File: config.mk
export PLATFORM = sky130hd
export DESIGN_NAME = pc_source_sel_flat
export DESIGN_NICKNAME = d
export VERILOG_FILES = /design/src/rtl/pc_source_sel_if.sv /design/src/rtl/pc_source_sel.sv /design/src/flat_wrapper.sv
export SDC_FILE = /design/constraint.sdc
export NUM_CORES = 1
export LEC_CHECK = 0
export ABC_AREA = 1
export CAP_MARGIN = 20
export CORE_UTILIZATION = 30
export CTS_CLUSTER_DIAMETER = 200
export DETAILED_ROUTE_END_ITERATION = 10
export MAX_ROUTING_LAYER = met4
export PLACE_DENSITY_LB_ADDON = 0.3
export SYNTH_ARGS = -nofsm -noshare
export SYNTH_HDL_FRONTEND = slang
export SYNTH_SLANG_ARGS = --single-unit
File: constraint.sdc
create_clock -name clk -period 3.53 [get_ports clk]
set_input_delay 0.353 -clock clk [delete_from_list [all_inputs] [get_ports clk]]
set_output_delay 0.353 -clock clk [all_outputs]
set_load 0.02 [all_outputs]
File: src/rtl/pc_source_sel_if.sv
// Bundle of the next-PC request inputs and the registered PC/status outputs
// shared between the control unit (master) and the PC selector (slave).
interface pc_source_sel_if #(
   parameter int WIDTH = 32,
   parameter int NSRC  = 5,
   parameter int SELW  = 3
);
   logic [SELW-1:0]       pc_sel;
   logic [NSRC*WIDTH-1:0] src_flat;
   logic                  pc_write;
   logic                  stall;
   logic                  exc_req;
   logic [WIDTH-1:0]      pc;
   logic [WIDTH-1:0]      epc;
   logic                  pending;
   logic                  sel_err;
   logic                  misalign;

   modport master (
      output pc_sel, src_flat, pc_write, stall, exc_req,
      input  pc, epc, pending, sel_err, misalign
   );

   modport slave (
      input  pc_sel, src_flat, pc_write, stall, exc_req,
      output pc, epc, pending, sel_err, misalign
   );
endinterface

File: src/rtl/pc_source_sel.sv
// Registered next-PC selector: picks one of NSRC candidates, buffers one
// redirect across stalls, redirects on exceptions and flags bad requests.
module pc_source_sel #(
   parameter int               WIDTH      = 32,
   parameter int               NSRC       = 5,
   parameter int               SELW       = 3,
   parameter int               ALIGN_BITS = 2,
   parameter logic [WIDTH-1:0] RESET_PC   = 32'h0,
   parameter logic [WIDTH-1:0] EXC_VECTOR = 32'h80000180
) (
   input logic           clk,
   input logic           reset,
   pc_source_sel_if.slave bus
);
   typedef enum logic [0:0] {
      ST_RUN  = 1'b0,
      ST_PEND = 1'b1
   } state_t;

   localparam logic [SELW:0] NSRC_W = NSRC[SELW:0];

   state_t           state_r, state_s;
   logic [WIDTH-1:0] pc_r, pc_s;
   logic [WIDTH-1:0] epc_r, epc_s;
   logic [WIDTH-1:0] pend_pc_r, pend_pc_s;
   logic             sel_err_r, sel_err_s;
   logic             misalign_r, misalign_s;

   logic [WIDTH-1:0] src_arr_s [2**SELW];
   logic [WIDTH-1:0] cand_s;
   logic             sel_ok_s;
   logic             align_ok_s;
   logic             wr_ok_s;

   // Unused select codes read as zero so the mux never indexes past src_flat.
   for (genvar g = 0; g < 2**SELW; g++) begin : g_src
      if (g < NSRC) begin : g_real
         assign src_arr_s[g] = bus.src_flat[g*WIDTH +: WIDTH];
      end else begin : g_pad
         assign src_arr_s[g] = '0;
      end
   end

   assign cand_s   = src_arr_s[bus.pc_sel];
   assign sel_ok_s = ({1'b0, bus.pc_sel} < NSRC_W);

   if (ALIGN_BITS > 0) begin : g_align
      assign align_ok_s = (cand_s[ALIGN_BITS-1:0] == '0);
   end else begin : g_no_align
      assign align_ok_s = 1'b1;
   end

   assign wr_ok_s = bus.pc_write & sel_ok_s & align_ok_s;

   // Next-state, next-PC and error-flag decode; exceptions override redirects.
   always_comb begin
      state_s    = state_r;
      pc_s       = pc_r;
      epc_s      = epc_r;
      pend_pc_s  = pend_pc_r;
      sel_err_s  = bus.pc_write & ~sel_ok_s;
      misalign_s = bus.pc_write & sel_ok_s & ~align_ok_s;
      if (bus.exc_req) begin
         epc_s   = pc_r;
         pc_s    = EXC_VECTOR;
         state_s = ST_RUN;
      end else begin
         case (state_r)
            ST_RUN: begin
               if (wr_ok_s && !bus.stall) begin
                  pc_s = cand_s;
               end else if (wr_ok_s) begin
                  pend_pc_s = cand_s;
                  state_s   = ST_PEND;
               end else begin
                  pc_s = pc_r;
               end
            end
            ST_PEND: begin
               if (bus.stall) begin
                  if (wr_ok_s) begin
                     pend_pc_s = cand_s;
                  end else begin
                     pend_pc_s = pend_pc_r;
                  end
               end else begin
                  state_s = ST_RUN;
                  if (wr_ok_s) begin
                     pc_s = cand_s;
                  end else begin
                     pc_s = pend_pc_r;
                  end
               end
            end
            default: begin
               state_s = ST_RUN;
            end
         endcase
      end
   end

   // State and output registers with synchronous reset.
   always_ff @(posedge clk) begin
      if (reset) begin
         state_r    <= ST_RUN;
         pc_r       <= RESET_PC;
         epc_r      <= '0;
         pend_pc_r  <= '0;
         sel_err_r  <= 1'b0;
         misalign_r <= 1'b0;
      end else begin
         state_r    <= state_s;
         pc_r       <= pc_s;
         epc_r      <= epc_s;
         pend_pc_r  <= pend_pc_s;
         sel_err_r  <= sel_err_s;
         misalign_r <= misalign_s;
      end
   end

   assign bus.pc       = pc_r;
   assign bus.epc      = epc_r;
   assign bus.pending  = (state_r == ST_PEND);
   assign bus.sel_err  = sel_err_r;
   assign bus.misalign = misalign_r;
endmodule
File: src/flat_wrapper.sv
// flat-port wrapper written by rule: the top's interface ports become plain ports
module pc_source_sel_flat 
#(
   parameter int               WIDTH      = 32,
   parameter int               NSRC       = 5,
   parameter int               SELW       = 3,
   parameter int               ALIGN_BITS = 2,
   parameter logic [WIDTH-1:0] RESET_PC   = 32'h0,
   parameter logic [WIDTH-1:0] EXC_VECTOR = 32'h80000180
)
  (clk, reset, bus_pc_sel, bus_src_flat, bus_pc_write, bus_stall, bus_exc_req, bus_pc, bus_epc, bus_pending, bus_sel_err, bus_misalign);
  pc_source_sel_if #(.WIDTH(WIDTH), .NSRC(NSRC), .SELW(SELW)) bus_i ();
  input logic clk;
  input logic reset;
  input wire logic [$bits(bus_i.pc_sel)-1:0] bus_pc_sel;
  input wire logic [$bits(bus_i.src_flat)-1:0] bus_src_flat;
  input wire logic [$bits(bus_i.pc_write)-1:0] bus_pc_write;
  input wire logic [$bits(bus_i.stall)-1:0] bus_stall;
  input wire logic [$bits(bus_i.exc_req)-1:0] bus_exc_req;
  output wire logic [$bits(bus_i.pc)-1:0] bus_pc;
  output wire logic [$bits(bus_i.epc)-1:0] bus_epc;
  output wire logic [$bits(bus_i.pending)-1:0] bus_pending;
  output wire logic [$bits(bus_i.sel_err)-1:0] bus_sel_err;
  output wire logic [$bits(bus_i.misalign)-1:0] bus_misalign;
  assign bus_i.pc_sel = bus_pc_sel;
  assign bus_i.src_flat = bus_src_flat;
  assign bus_i.pc_write = bus_pc_write;
  assign bus_i.stall = bus_stall;
  assign bus_i.exc_req = bus_exc_req;
  assign bus_pc = bus_i.pc;
  assign bus_epc = bus_i.epc;
  assign bus_pending = bus_i.pending;
  assign bus_sel_err = bus_i.sel_err;
  assign bus_misalign = bus_i.misalign;
  pc_source_sel #(.WIDTH(WIDTH), .NSRC(NSRC), .SELW(SELW), .ALIGN_BITS(ALIGN_BITS), .RESET_PC(RESET_PC), .EXC_VECTOR(EXC_VECTOR)) u_core (.clk(clk), .reset(reset), .bus(bus_i));
endmodule
## Word level (Yosys, flattened, before mapping)

Cells that the tools add are included.

- Output and inout port bits: 67
- Register bits: 99

- Equal/unequal tests: 6
- Reduce and logical (&&, ||, !) cells: 7
- Order comparisons: 2
- Muxes and demuxes: 15
- Bitwise logic cells: 9

Operators by type and width:

| kind | number |
|---|---|
| $mux 32 | 8 |
| $pmux 32 s2 | 2 |
| $bmux 32 s3 | 1 |
| $ne 2x2->1 const B | 3 |
| $and 1x1->1 | 4 |
| $ge 4x4->1 const B | 1 |
| $not 1->1 | 4 |
| $not 3->4 | 1 |
| $reduce_and 2->1 | 2 |
| $lt 3x3->1 const B | 1 |
| $mux 1 | 3 |
| $ne 3x2->1 const B | 1 |
| $ne 3x3->1 const B | 1 |
| $reduce_and 3->1 | 1 |
| $logic_not 2->1 | 1 |
| $ne 2x1->1 const B | 1 |
| $pmux 1 s2 | 1 |
| $reduce_or 2->1 | 1 |
| $logic_and 1x1->1 | 1 |
| $logic_not 1->1 | 1 |

## Depth between registers and ports, before layout

Gate-level depths: netlist of run 1.

- Depth after elaboration: 10
- Mapped depth: 13

## Least setup slack after synthesis of run 1

Ideal clock, no wire load.

- Kind: input to register
- Start: input port bus_pc_sel[1]
- End: register u_core.pend_pc_r[18]
- Setup time: 0.115 ns
- Stages: 11
- Data required time: 3.415 ns
- Data arrival time: 1.678 ns
- Path slack: 1.737 ns
- Cell sequence: buf_2 > nor2_4 > nor2_1 > nor2_2 > buf_2 > buf_1 > nand3_1 > nand2_1 > nand3_1 > nand2_1 > nor2_1

- Word-level cells in the longest chain between the ends: 9
- Elaborated cells on any way between the ends: 15
- Those cells by class: 1 x order compare; 1 x eq/ne; 7 x mux; 3 x bitwise; 3 x reduce/logical

RTL lines:

| what | line | RTL |
|---|---|---|
| from (decl) | flat_wrapper.sv:15 | `input wire logic [$bits(bus_i.pc_sel)-1:0] bus_pc_sel;` |
| $not 3->4 (not written as such) | pc_source_sel.sv:44 | `assign cand_s = src_arr_s[bus.pc_sel];` |
| $bmux 32 s3 | pc_source_sel.sv:44 |  |
| $mux 32 (not written as such) (2 in a row) | pc_source_sel.sv:44 |  |
| $logic_not 2->1 | pc_source_sel.sv:48 | `assign align_ok_s = (cand_s[ALIGN_BITS-1:0] == '0);` |
| $and 1x1->1 | pc_source_sel.sv:53 | `assign wr_ok_s = bus.pc_write & sel_ok_s & align_ok_s;` |
| $mux 32 or $logic_and 1x1->1 (tied branches) | pc_source_sel.sv:72, pc_source_sel.sv:81, pc_source_sel.sv:70 |  |
| $mux 32 (tied with other cells) | pc_source_sel.sv:80 | `if (bus.stall) begin` |
| $pmux 32 s2 or $reduce_and 3->1 (tied branches) | - |  |
| to (signal assigned) | pc_source_sel.sv:115 | `pend_pc_r <= pend_pc_s;` |
| to (decl) | pc_source_sel.sv:25 | `logic [WIDTH-1:0] pend_pc_r, pend_pc_s;` |

Several ways; a longest one is shown, not always the timed one. The select of a mux whose other input is x is not followed.
A chain may end at the register's enable or synchronous reset.

## Worst setup path after layout of run 1

- Start: input port bus_pc_sel[0]
- End: register u_core.pend_pc_r[1]

Same word-level chain as after synthesis.

==> results of run 1 <==
[kinds of logic (layout without fill, tap and decap cells)]
| kind of cell | Yosys count | count (layout) | share of synthesized area |
|---|---|---|---|
| and+or+nand+nor | 764 | 764 | 0.455 |
| buffers and inverters | 247 | 420 | 0.143 |
| AOI/OAI and AO/OA | 156 | 156 | 0.114 |
| DFF | 99 | 99 | 0.287 |
[cell usage in the layout, fill, tap and decap left out]
| cell | n |
|---|---|
| nand2_1 | 438 |
| clkdlybuf4s50_1 | 233 |
| nand3_1 | 186 |
| inv_1 | 147 |
| nor2_1 | 128 |
| dfxtp_1 | 99 |
| a21oi_1 | 90 |
| o21ai_0 | 63 |
| buf_4 | 14 |
| clkbuf_16 | 9 |
| inv_2 | 5 |
| nor2_4 | 3 |
| o211ai_1 | 3 |
| nand4_1 | 3 |
| bufinv_16 | 3 |
| buf_12 | 3 |
| clkinv_2 | 2 |
| nor4_1 | 2 |
| nand3_2 | 1 |
| clkinv_1 | 1 |
| nand2_2 | 1 |
| nand2_4 | 1 |
| nand3b_1 | 1 |
| inv_6 | 1 |
| clkinv_4 | 1 |
| buf_2 | 1 |
[power groups by stage]
stage          Sequential [uW]  Combinational [uW]  Clock [uW]
5_1_grt                   1210                 945        1220
3_3_place_gp              1230                 829           0
2_1_floorplan             1250                 470           0
6_report                  1200                 833        1120
4_1_cts                   1200                 843        1150
3_5_place_dp              1230                 840           0
[flip-flops by register name, indices dropped and copies added, names as in the netlist]
register	cells
u_core.bus.misalign	1
u_core.bus.pc	32
u_core.bus.epc	32
u_core.bus.sel_err	1
u_core.pend_pc_r	32
u_core.bus.pending	1
[layer usage]
| metal | up-vias | GRT usage |
|---|---|---|
| met5 | - | - |
| met4 | 0 | 0.0700 |
| met3 | 54 | 0.0321 |
| met2 | 164 | 0.371 |
| met1 | 3604 | 0.210 |
| li1 | 4263 | - |
[worst max-delay path, cell delays in order]
cell      delay (ps)
buf_2            480
inv_2            390
nand2_1          140
nand3_1          120
nand2_1           90
nand2_1           40
nand2_1           90
nand3_2           90
nand2_2          120
nand2_4          530
nand3b_1         340
nand3_1          100
inv_1             60
[Yosys cell counts, types with 3 or more instances]
cell type  number  area (um^2)
dfxtp_1        99         1980
a21oi_1        90          450
o21ai_0        63          315
buf_4           4         30.0
o211ai_1        3         22.5
buf_1          16         60.1
inv_1         149          559
buf_2          19         95.1
nand4_1         3         18.8
nor2_1        129          484
inv_2           4         15.0
buf_6           3         33.8
clkbuf_1       51          191
nand3_1       186          931
nand2_1       438         1640
[metrics by stage]
stage / power (uW) / utilization / std cells
floorplan: 1720 / - / 1266
global placement: 2050 / 0.415 / 1709
detailed placement: 2070 / 0.415 / 1709
CTS: 3200 / 0.430 / 1724
global route: 3370 / 0.430 / 1724
finish: 3160 / 0.430 / 1724
[area by class of cell]
class / instances / area [um^2]
clock buffer: 9 / 225
clock inverter: 6 / 113
fill: 2420 / 12900
inverter: 154 / 579
multi-input combinational: 920 / 3940
sequential: 99 / 1980
tap: 285 / 357
timing repair buffer: 251 / 2500
[worst max path at each step]
stage,from,endpoint,slack [ps],cells past startpoint
2_1_floorplan,bus_pc_sel[1],u_core.pend_pc_r[18]$_SDFFE_PP0P_,1740,11
6_report,bus_pc_sel[0],u_core.pend_pc_r[1]$_SDFFE_PP0P_,850,13
3_3_place_gp,bus_pc_sel[0],u_core.pend_pc_r[0]$_SDFFE_PP0P_,520,13
4_1_cts,bus_pc_sel[0],u_core.pend_pc_r[1]$_SDFFE_PP0P_,850,13
3_5_place_dp,bus_pc_sel[0],u_core.bus.pc[1]$_SDFFE_PP0P_,490,12
5_1_grt,bus_pc_sel[0],u_core.pend_pc_r[0]$_SDFFE_PP0P_,440,13
==> impl_metrics.json, run 1 <==
{
  "cts_num_sinks": 99,
  "grt_max_degree": 110,
  "antenna_left": 0,
  "max-vdd-ir-drop_v": 0.000219,
  "wl_met2_um": 11900,
  "worstHoldEndpoint": "u_core.pend_pc_r[0]$_SDFFE_PP0P_",
  "viasPerCell": 4.69,
  "synth-edff-count": 0,
  "grt_pass1_wl_um": 36900,
  "critPathMaxFanout": 95,
  "ys.flop_type": "dfxtp_1",
  "synthArstFlopShare": 0,
  "rr_endpoint": "u_core.pend_pc_r[1]$_SDFFE_PP0P_",
  "post_dp_cell_area_mm2": 0.00936,
  "grt_antenna_before_repair": 0,
  "p_switching_uw": 911,
  "maxSlewHeadroom": 0.355,
  "vias": 8085,
  "whs_path_depth": 2,
  "cp_data_required_time_ps": 3820,
  "cts_resized": 0,
  "tightest_slew_ps": 967,
  "synth_area_per_cell_um2": 5.45,
  "status": "complete, no violations",
  "pwr-share-seq": 0.380,
  "start_util": 0.306,
  "hold_ws_ps": 462,
  "hold_violations": 0,
  "fp.dieArea_mm2": 0.0236,
  "post-route-period-util": 0.758,
  "die_h_um": 154,
  "place_congestion": 0.886,
  "reg2reg_slack_ps": 1760,
  "drt_iter0_drc": 467,
  "num_antenna_cells": 0,
  "pwr-share-comb": 0.264,
  "fin_crit_ps": 2680,
  "clock_path_buffers": 2,
  "syn_area_mm2": 0.00690,
  "drv_slew": 0,
  "clkTransAtPathRegs_ps": 70,
  "max-cap-violations": 0,
  "cts_hold_buf": 0,
  "drc": 0,
  "top_layer_used": "met4",
  "grt_pass1_vias": 7604,
  "drt-total-wl_um": 22600,
  "pwr-share-clk": 0.356,
  "synth_nets": 1434,
  "drt_pass1_iterations": 5,
  "p_per_area_mw_per_mm2": 326,
  "critPathLaunchType": "input port",
  "setup_violations": 0,
  "sw_frac_of_total": 0.288,
  "fin_skew_ps": 4.29,
  "crit_type": "in -> reg",
  "dr_wl_met3_um": 828,
  "port_buffers": 234,
  "final_design_area_no_fill_mm2": 0.00970,
  "cts_setup_buffers": 0,
  "cp-end-kind": "flop",
  "reg2reg_depth": 6,
  "leakagePower_uw": 0.00474,
  "ys_ff_latch": 99,
  "timing.fmax_mhz": 374,
  "syn_inst": 1266,
  "tritoncts": "built",
  "yosys_warnings": 0,
  "io_pins": 235,
  "worst_slack_ps": 853,
  "die_w_um": 154,
  "cts-htree-levels": 3,
  "track_usage": 0.199,
  "core_mm2": 0.0226,
  "synth_cell_types": 22,
  "dpl.hpwl_um": 16600,
  "area_growth_pct": 40.7,
  "wl_met1_um": 9180,
  "cp_data_arrival_time_ps": 2970,
  "final_nets": 1603,
  "r2r-start": "u_core.bus.pending$_SDFF_PP0_",
  "hold_class": "reg -> reg",
  "drive_gt1_frac": 0.0313,
  "wl_per_cell_um": 13.1,
  "synth_seq_area_share": 0.287,
  "grt.overflow.total": 0,
  "cts-root-buf": "clkbuf_16",
  "p_int_uw": 2250,
  "tns_ps": 0,
  "post-place-ws_ps": 493,
  "cts_buffers": 9,
  "rsz0062_at_grt": "false",
  "num_rows": 55,
  "hold_path_startpoint": "u_core.pend_pc_r[0]$_SDFFE_PP0P_",
  "clk-insertion-delay-late_ps": 340
}
Note: power is estimated with default switching activity, not from simulation.
==> run 2, diff against run 1 <==
Clock period 3.53 ns to 2.3 ns, I/O delays scaled along.
==> run 2 against run 1 <==
Effect of this change: die area stayed put; sequential cell count is the same; critical endpoint is now u_core.bus.pc[0]$_SDFFE_PP0P_; global-route usage hardly changed; core utilization increased by 0.88 points; critical path type unchanged; largest cell class unchanged; sequential power increased by 53%; first-iteration DRC count fell by 4.7%.
==> impl_metrics.json, run 2 (same netlist as run 1, synthesis figures left out) <==
{
  "tns_ps": 0,
  "place_congestion": 0.885,
  "num_antenna_cells": 0,
  "tritoncts": "built",
  "final_cell_mix": "nand2_1 (438), clkdlybuf4s50_1 (233), nand3_1 (186)",
  "clk-insertion-delay-late_ps": 340,
  "start_util": 0.306,
  "drive_gt1_frac": 0.0366,
  "max_stage_delay_ps": 670,
  "cp-end-kind": "flop",
  "max-cap-violations": 0,
  "antenna_left": 0,
  "crit_top_cell": "nand2_1",
  "critPathMaxFanout": 60,
  "die_w_um": 154,
  "io_pins": 235,
  "vias": 8088,
  "cts-htree-levels": 3,
  "clock_path_buffers": 2,
  "pwr-share-clk": 0.355,
  "dpl.hpwl_um": 16800,
  "wl_per_cell_um": 13.1,
  "sw_frac_of_total": 0.283,
  "num_rows": 55,
  "clkTransAtPathRegs_ps": 70,
  "post-route-period-util": 0.828,
  "cts_buffers": 9,
  "pwr-share-comb": 0.270,
  "post-place-ws_ps": 48.2,
  "worst_slack_ps": 396,
  "cts_setup_buffers": 0,
  "grt_max_degree": 110,
  "cts_resized": 0,
  "p_per_area_mw_per_mm2": 496,
  "pwr-share-seq": 0.375,
  "final_common_cell": "nand2_1",
  "grt_pass1_wl_um": 36900,
  "critPathLaunchType": "input port",
  "critPathTopFamily": "buffers and inverters",
  "die_h_um": 154,
  "area_growth_pct": 43.6,
  "grt_pass1_vias": 7564,
  "drv_slew": 0,
  "hold_violations": 0,
  "leakagePower_uw": 0.00483,
  "fin_skew_ps": 10.3,
  "cp_data_required_time_ps": 2570,
  "slowest_stage": "clkdlybuf4s50_1",
  "setup_violations": 0,
  "cts_hold_buf": 0,
  "status": "complete, no violations",
  "p_switching_uw": 1390,
  "core_mm2": 0.0226,
  "track_usage": 0.199,
  "drc": 0,
  "critPathBufInv": 3,
  "drt_iter0_drc": 445,
  "rsz0062_at_grt": "false",
  "maxSlewHeadroom": 0.660,
  "hold_class": "reg -> reg",
  "fillCellCount": 2426,
  "path_cells": "clkdlybuf4s50_1 > inv_2 > nand3_1 > nand2_1 > nand2_1 > nand2_1 > nand3_2 > buf_12 > nand3_1 > o21ai_0 > nor2_1 > nor2_1",
  "tightest_slew_ps": 509,
  "drt_pass1_iterations": 6,
  "p_int_uw": 3520,
  "crit_type": "in -> reg",
  "final_nets": 1612,
  "max-vdd-ir-drop_v": 0.000375,
  "grt_antenna_before_repair": 0,
  "port_buffers": 234,
  "cts-root-buf": "clkbuf_16",
  "viasPerCell": 4.66,
  "fin_crit_ps": 1900,
  "grt.overflow.total": 0,
  "drt-total-wl_um": 22800,
  "cp_data_arrival_time_ps": 2170,
  "timing.fmax_mhz": 525,
  "fp.dieArea_mm2": 0.0236,
  "cts_num_sinks": 99
}
==> run 2: changes by cell type in the layout (fill, tap and decap cells not counted), sizes merged <==
cell / before / now
clkinvlp: 0 / 1
clkbuf: 9 / 12
inv: 153 / 152
clkinv: 4 / 2
buf: 18 / 27
==> run 2: power by group through the flow <==
stage	clock [uW]	sequential (uW)	combinational, uW
2_1_floorplan	0	1920	721
3_3_place_gp	0	1880	1320
4_1_cts	1780	1840	1340
5_1_grt	1850	1850	1490
3_5_place_dp	0	1880	1340
6_report	1740	1840	1330
==> run 2: final timing paths <==
check	start	end	slack, ps	cells past startpoint
setup / recovery	bus_pc_sel[1]	u_core.bus.pc[0]$_SDFFE_PP0P_	400	12
hold / removal	u_core.bus.epc[12]$_SDFFE_PP0P_	u_core.bus.epc[12]$_SDFFE_PP0P_	470	2
setup reg to reg	u_core.bus.pending$_SDFF_PP0_	u_core.pend_pc_r[22]$_SDFFE_PP0P_	710	6
hold reg to reg	u_core.bus.epc[12]$_SDFFE_PP0P_	u_core.bus.epc[12]$_SDFFE_PP0P_	470	2
==> run 2: final cells by class <==
| cell class | count | area, um^2 | area share |
|---|---|---|---|
| Tap cell | 285 | 357 | 0.0360 |
| Multi-Input combinational cell | 920 | 3940 | 0.398 |
| Clock inverter | 4 | 97.6 | 0.00986 |
| Sequential cell | 99 | 1980 | 0.200 |
| Timing Repair Buffer | 260 | 2700 | 0.272 |
| Inverter | 154 | 579 | 0.0585 |
| Clock buffer | 12 | 246 | 0.0249 |
==> run 2: tightest hold or removal path, stage by stage (launching register included) <==
cell     delay (ps)
dfxtp_1         310
nand2_1          60
a21oi_1          50
==> run 2: through the flow <==
step | power [uW] | instances | util | hold WS [ps] | area, um^2
after floorplan | 2640 | 1266 | - | 299 | 6900
after global placement | 3200 | 1718 | 0.423 | 448 | 9560
after detailed placement | 3220 | 1718 | 0.423 | 459 | 9560
after CTS | 4960 | 1734 | 0.439 | 469 | 9900
after global routing | 5200 | 1734 | 0.439 | 494 | 9900
final | 4910 | 1734 | 0.439 | 469 | 9900
==> run 2: routing by layer <==
layer  track usage  wire length (um)
met5             -                 0
met4        0.0533               541
met3        0.0285               790
met2         0.380             12000
met1         0.212              9430
==> run 3, diff against run 2 <==
Clock period 2.3 ns to 1.5 ns, I/O delays scaled along.
==> run 3 against run 2 <==
Effect of this change: core utilization is 5.9 points higher; first-iteration DRC count down 5.2%; routed wire length is 11% higher; hold slack got worse by 250 ps; largest power group unchanged; sequential cell count stayed put; final cell count rose by 4.4%; register-to-register slack worse by 630 ps; critical path depth down 11; global-route usage up 1.4 points; critical endpoint is now bus_sel_err; die area stayed put; via count is 7.5% higher; clock skew fell by 2.9 ps; highest routed layer unchanged.
==> impl_metrics.json, run 3 (same netlist as run 1, synthesis figures left out) <==
{
  "status": "complete, no violations",
  "critPathLaunchType": "flop",
  "max-vdd-ir-drop_v": 0.000508,
  "grt.overflow.total": 0,
  "die_w_um": 154,
  "max_stage_delay_ps": 620,
  "fin_skew_ps": 7.37,
  "clock_path_buffers": 2,
  "rr_endpoint": "u_core.pend_pc_r[28]$_SDFFE_PP0P_",
  "grt_antenna_before_repair": 0,
  "final_design_area_no_fill_mm2": 0.0112,
  "cts-root-buf": "clkbuf_16",
  "post-route-period-util": 0.989,
  "max-cap-violations": 0,
  "cp.depth": 1,
  "setup_violations": 0,
  "viasPerCell": 4.80,
  "core_mm2": 0.0226,
  "path_cells": "clkdlybuf4s50_1",
  "area_growth_pct": 62.9,
  "cp-end-kind": "primary output",
  "start_util": 0.306,
  "drv_slew": 0,
  "reg2reg_depth": 6,
  "cts_num_sinks": 99,
  "clkTransAtPathRegs_ps": 70,
  "cp_data_arrival_time_ps": 1330,
  "final_cell_mix": "nand2_1 (431), clkdlybuf4s50_1 (197), nand3_1 (158)",
  "whs_path_depth": 4,
  "hold_class": "in -> reg",
  "wl_per_cell_um": 14.0,
  "final_nets": 1690,
  "port_buffers": 234,
  "cp_data_required_time_ps": 1350,
  "r2r-start": "u_core.bus.pending$_SDFF_PP0_",
  "maxSlewHeadroom": 0.806,
  "place_congestion": 0.875,
  "leakagePower_uw": 0.00575,
  "drive_gt1_frac": 0.130,
  "antenna_left": 0,
  "drc": 0,
  "final_common_cell": "nand2_1",
  "clk-insertion-delay-late_ps": 350,
  "grt_pass1_wl_um": 39500,
  "slowest_stage": "clkdlybuf4s50_1",
  "track_usage": 0.213,
  "fillCellCount": 2318,
  "drt_iter0_drc": 422,
  "hold_path_startpoint": "bus_pc_write",
  "critPathTopFamily": "buffers and inverters",
  "post_dp_cell_area_mm2": 0.0101,
  "worstHoldEndpoint": "u_core.bus.sel_err$_SDFF_PP0_",
  "hold_violations": 0,
  "crit_type": "reg -> out",
  "grt_max_degree": 50,
  "cts_hold_buf": 0,
  "drt-total-wl_um": 25400,
  "num_antenna_cells": 0,
  "reg2reg_slack_ps": 80,
  "drt_pass1_iterations": 4,
  "cts-htree-levels": 3,
  "dpl.hpwl_um": 17400,
  "vias": 8695,
  "fin_crit_ps": 1480,
  "critPathMaxFanout": 1,
  "hold_ws_ps": 217,
  "dp_cells": 1765,
  "critPathBufInv": 1,
  "tritoncts": "built",
  "grt_pass1_vias": 8238,
  "num_rows": 55,
  "timing.fmax_mhz": 674,
  "p_per_area_mw_per_mm2": 684,
  "instances_no_fill": 1811,
  "tightest_slew_ps": 289,
  "cts_buffers": 9,
  "die_h_um": 154,
  "io_pins": 235,
  "fp.dieArea_mm2": 0.0236
}
## run 3: worst max path at each step
stage	start	endpoint
floorplan	bus_pc_sel[1]	u_core.pend_pc_r[23]$_SDFFE_PP0P_
global placement	bus_pc_sel[1]	u_core.bus.pc[31]$_SDFFE_PP0P_
detailed placement	bus_pc_sel[1]	u_core.bus.pc[8]$_SDFFE_PP0P_
CTS	bus_src_flat[64]	u_core.bus.pc[19]$_SDFFE_PP0P_
global route	bus_pc_sel[0]	u_core.pend_pc_r[27]$_SDFFE_PP0P_
finish	u_core.bus.sel_err$_SDFF_PP0_	bus_sel_err
## run 3: worst register-to-register path, delay by kind of cell (launching register included)
family | cells | cell delay (ps)
AOI/OAI and AO/OA | 1 | 160
and+or+nand+nor | 3 | 350
DFF | 1 | 400
buffers and inverters | 2 | 400
## run 3: final cells by class
cell class / count / area (um^2) / area share
timing repair buffer: 336 / 3730 / 0.332
tap: 285 / 357 / 0.0317
clock buffer: 12 / 267 / 0.0237
clock inverter: 3 / 21.3 / 0.00189
multi-input combinational: 922 / 4290 / 0.381
inverter: 154 / 588 / 0.0523
sequential: 99 / 1980 / 0.176
## run 3: layer usage
layer	vias up	track usage	part of all wire
met5	-	-	0
met4	0	0.0467	0.014
met3	33	0.0245	0.044
met2	204	0.415	0.54
met1	3991	0.229	0.40
li1	4467	-	-
## run 3: what timing repair did
item,CTS,global route
pin swaps,11,40
cloned,7,12
gates resized for setup,43,72
setup endpoints to repair,79,74
setup buffers,7,5
## run 3: where the power goes
part           total (uW)  switching [uW]  internal (uW)
Clock                2290            1030           1260
Sequential           2840            89.6           2750
Combinational        2550            1250           1310
## run 3: stage by stage
| stage | setup slack [ps] | utilization | TNS (ps) | power (uW) |
|---|---|---|---|---|
| floorplan | -9.40 | - | -109 | 4090 |
| CTS | -30.4 | 0.473 | -221 | 7580 |
| global placement | -564 | 0.445 | -31380 | 5050 |
| finish | 17.0 | 0.498 | 0 | 7680 |
| global route | -65.9 | 0.498 | -212 | 8150 |
| detailed placement | -597 | 0.445 | -34450 | 5080 |
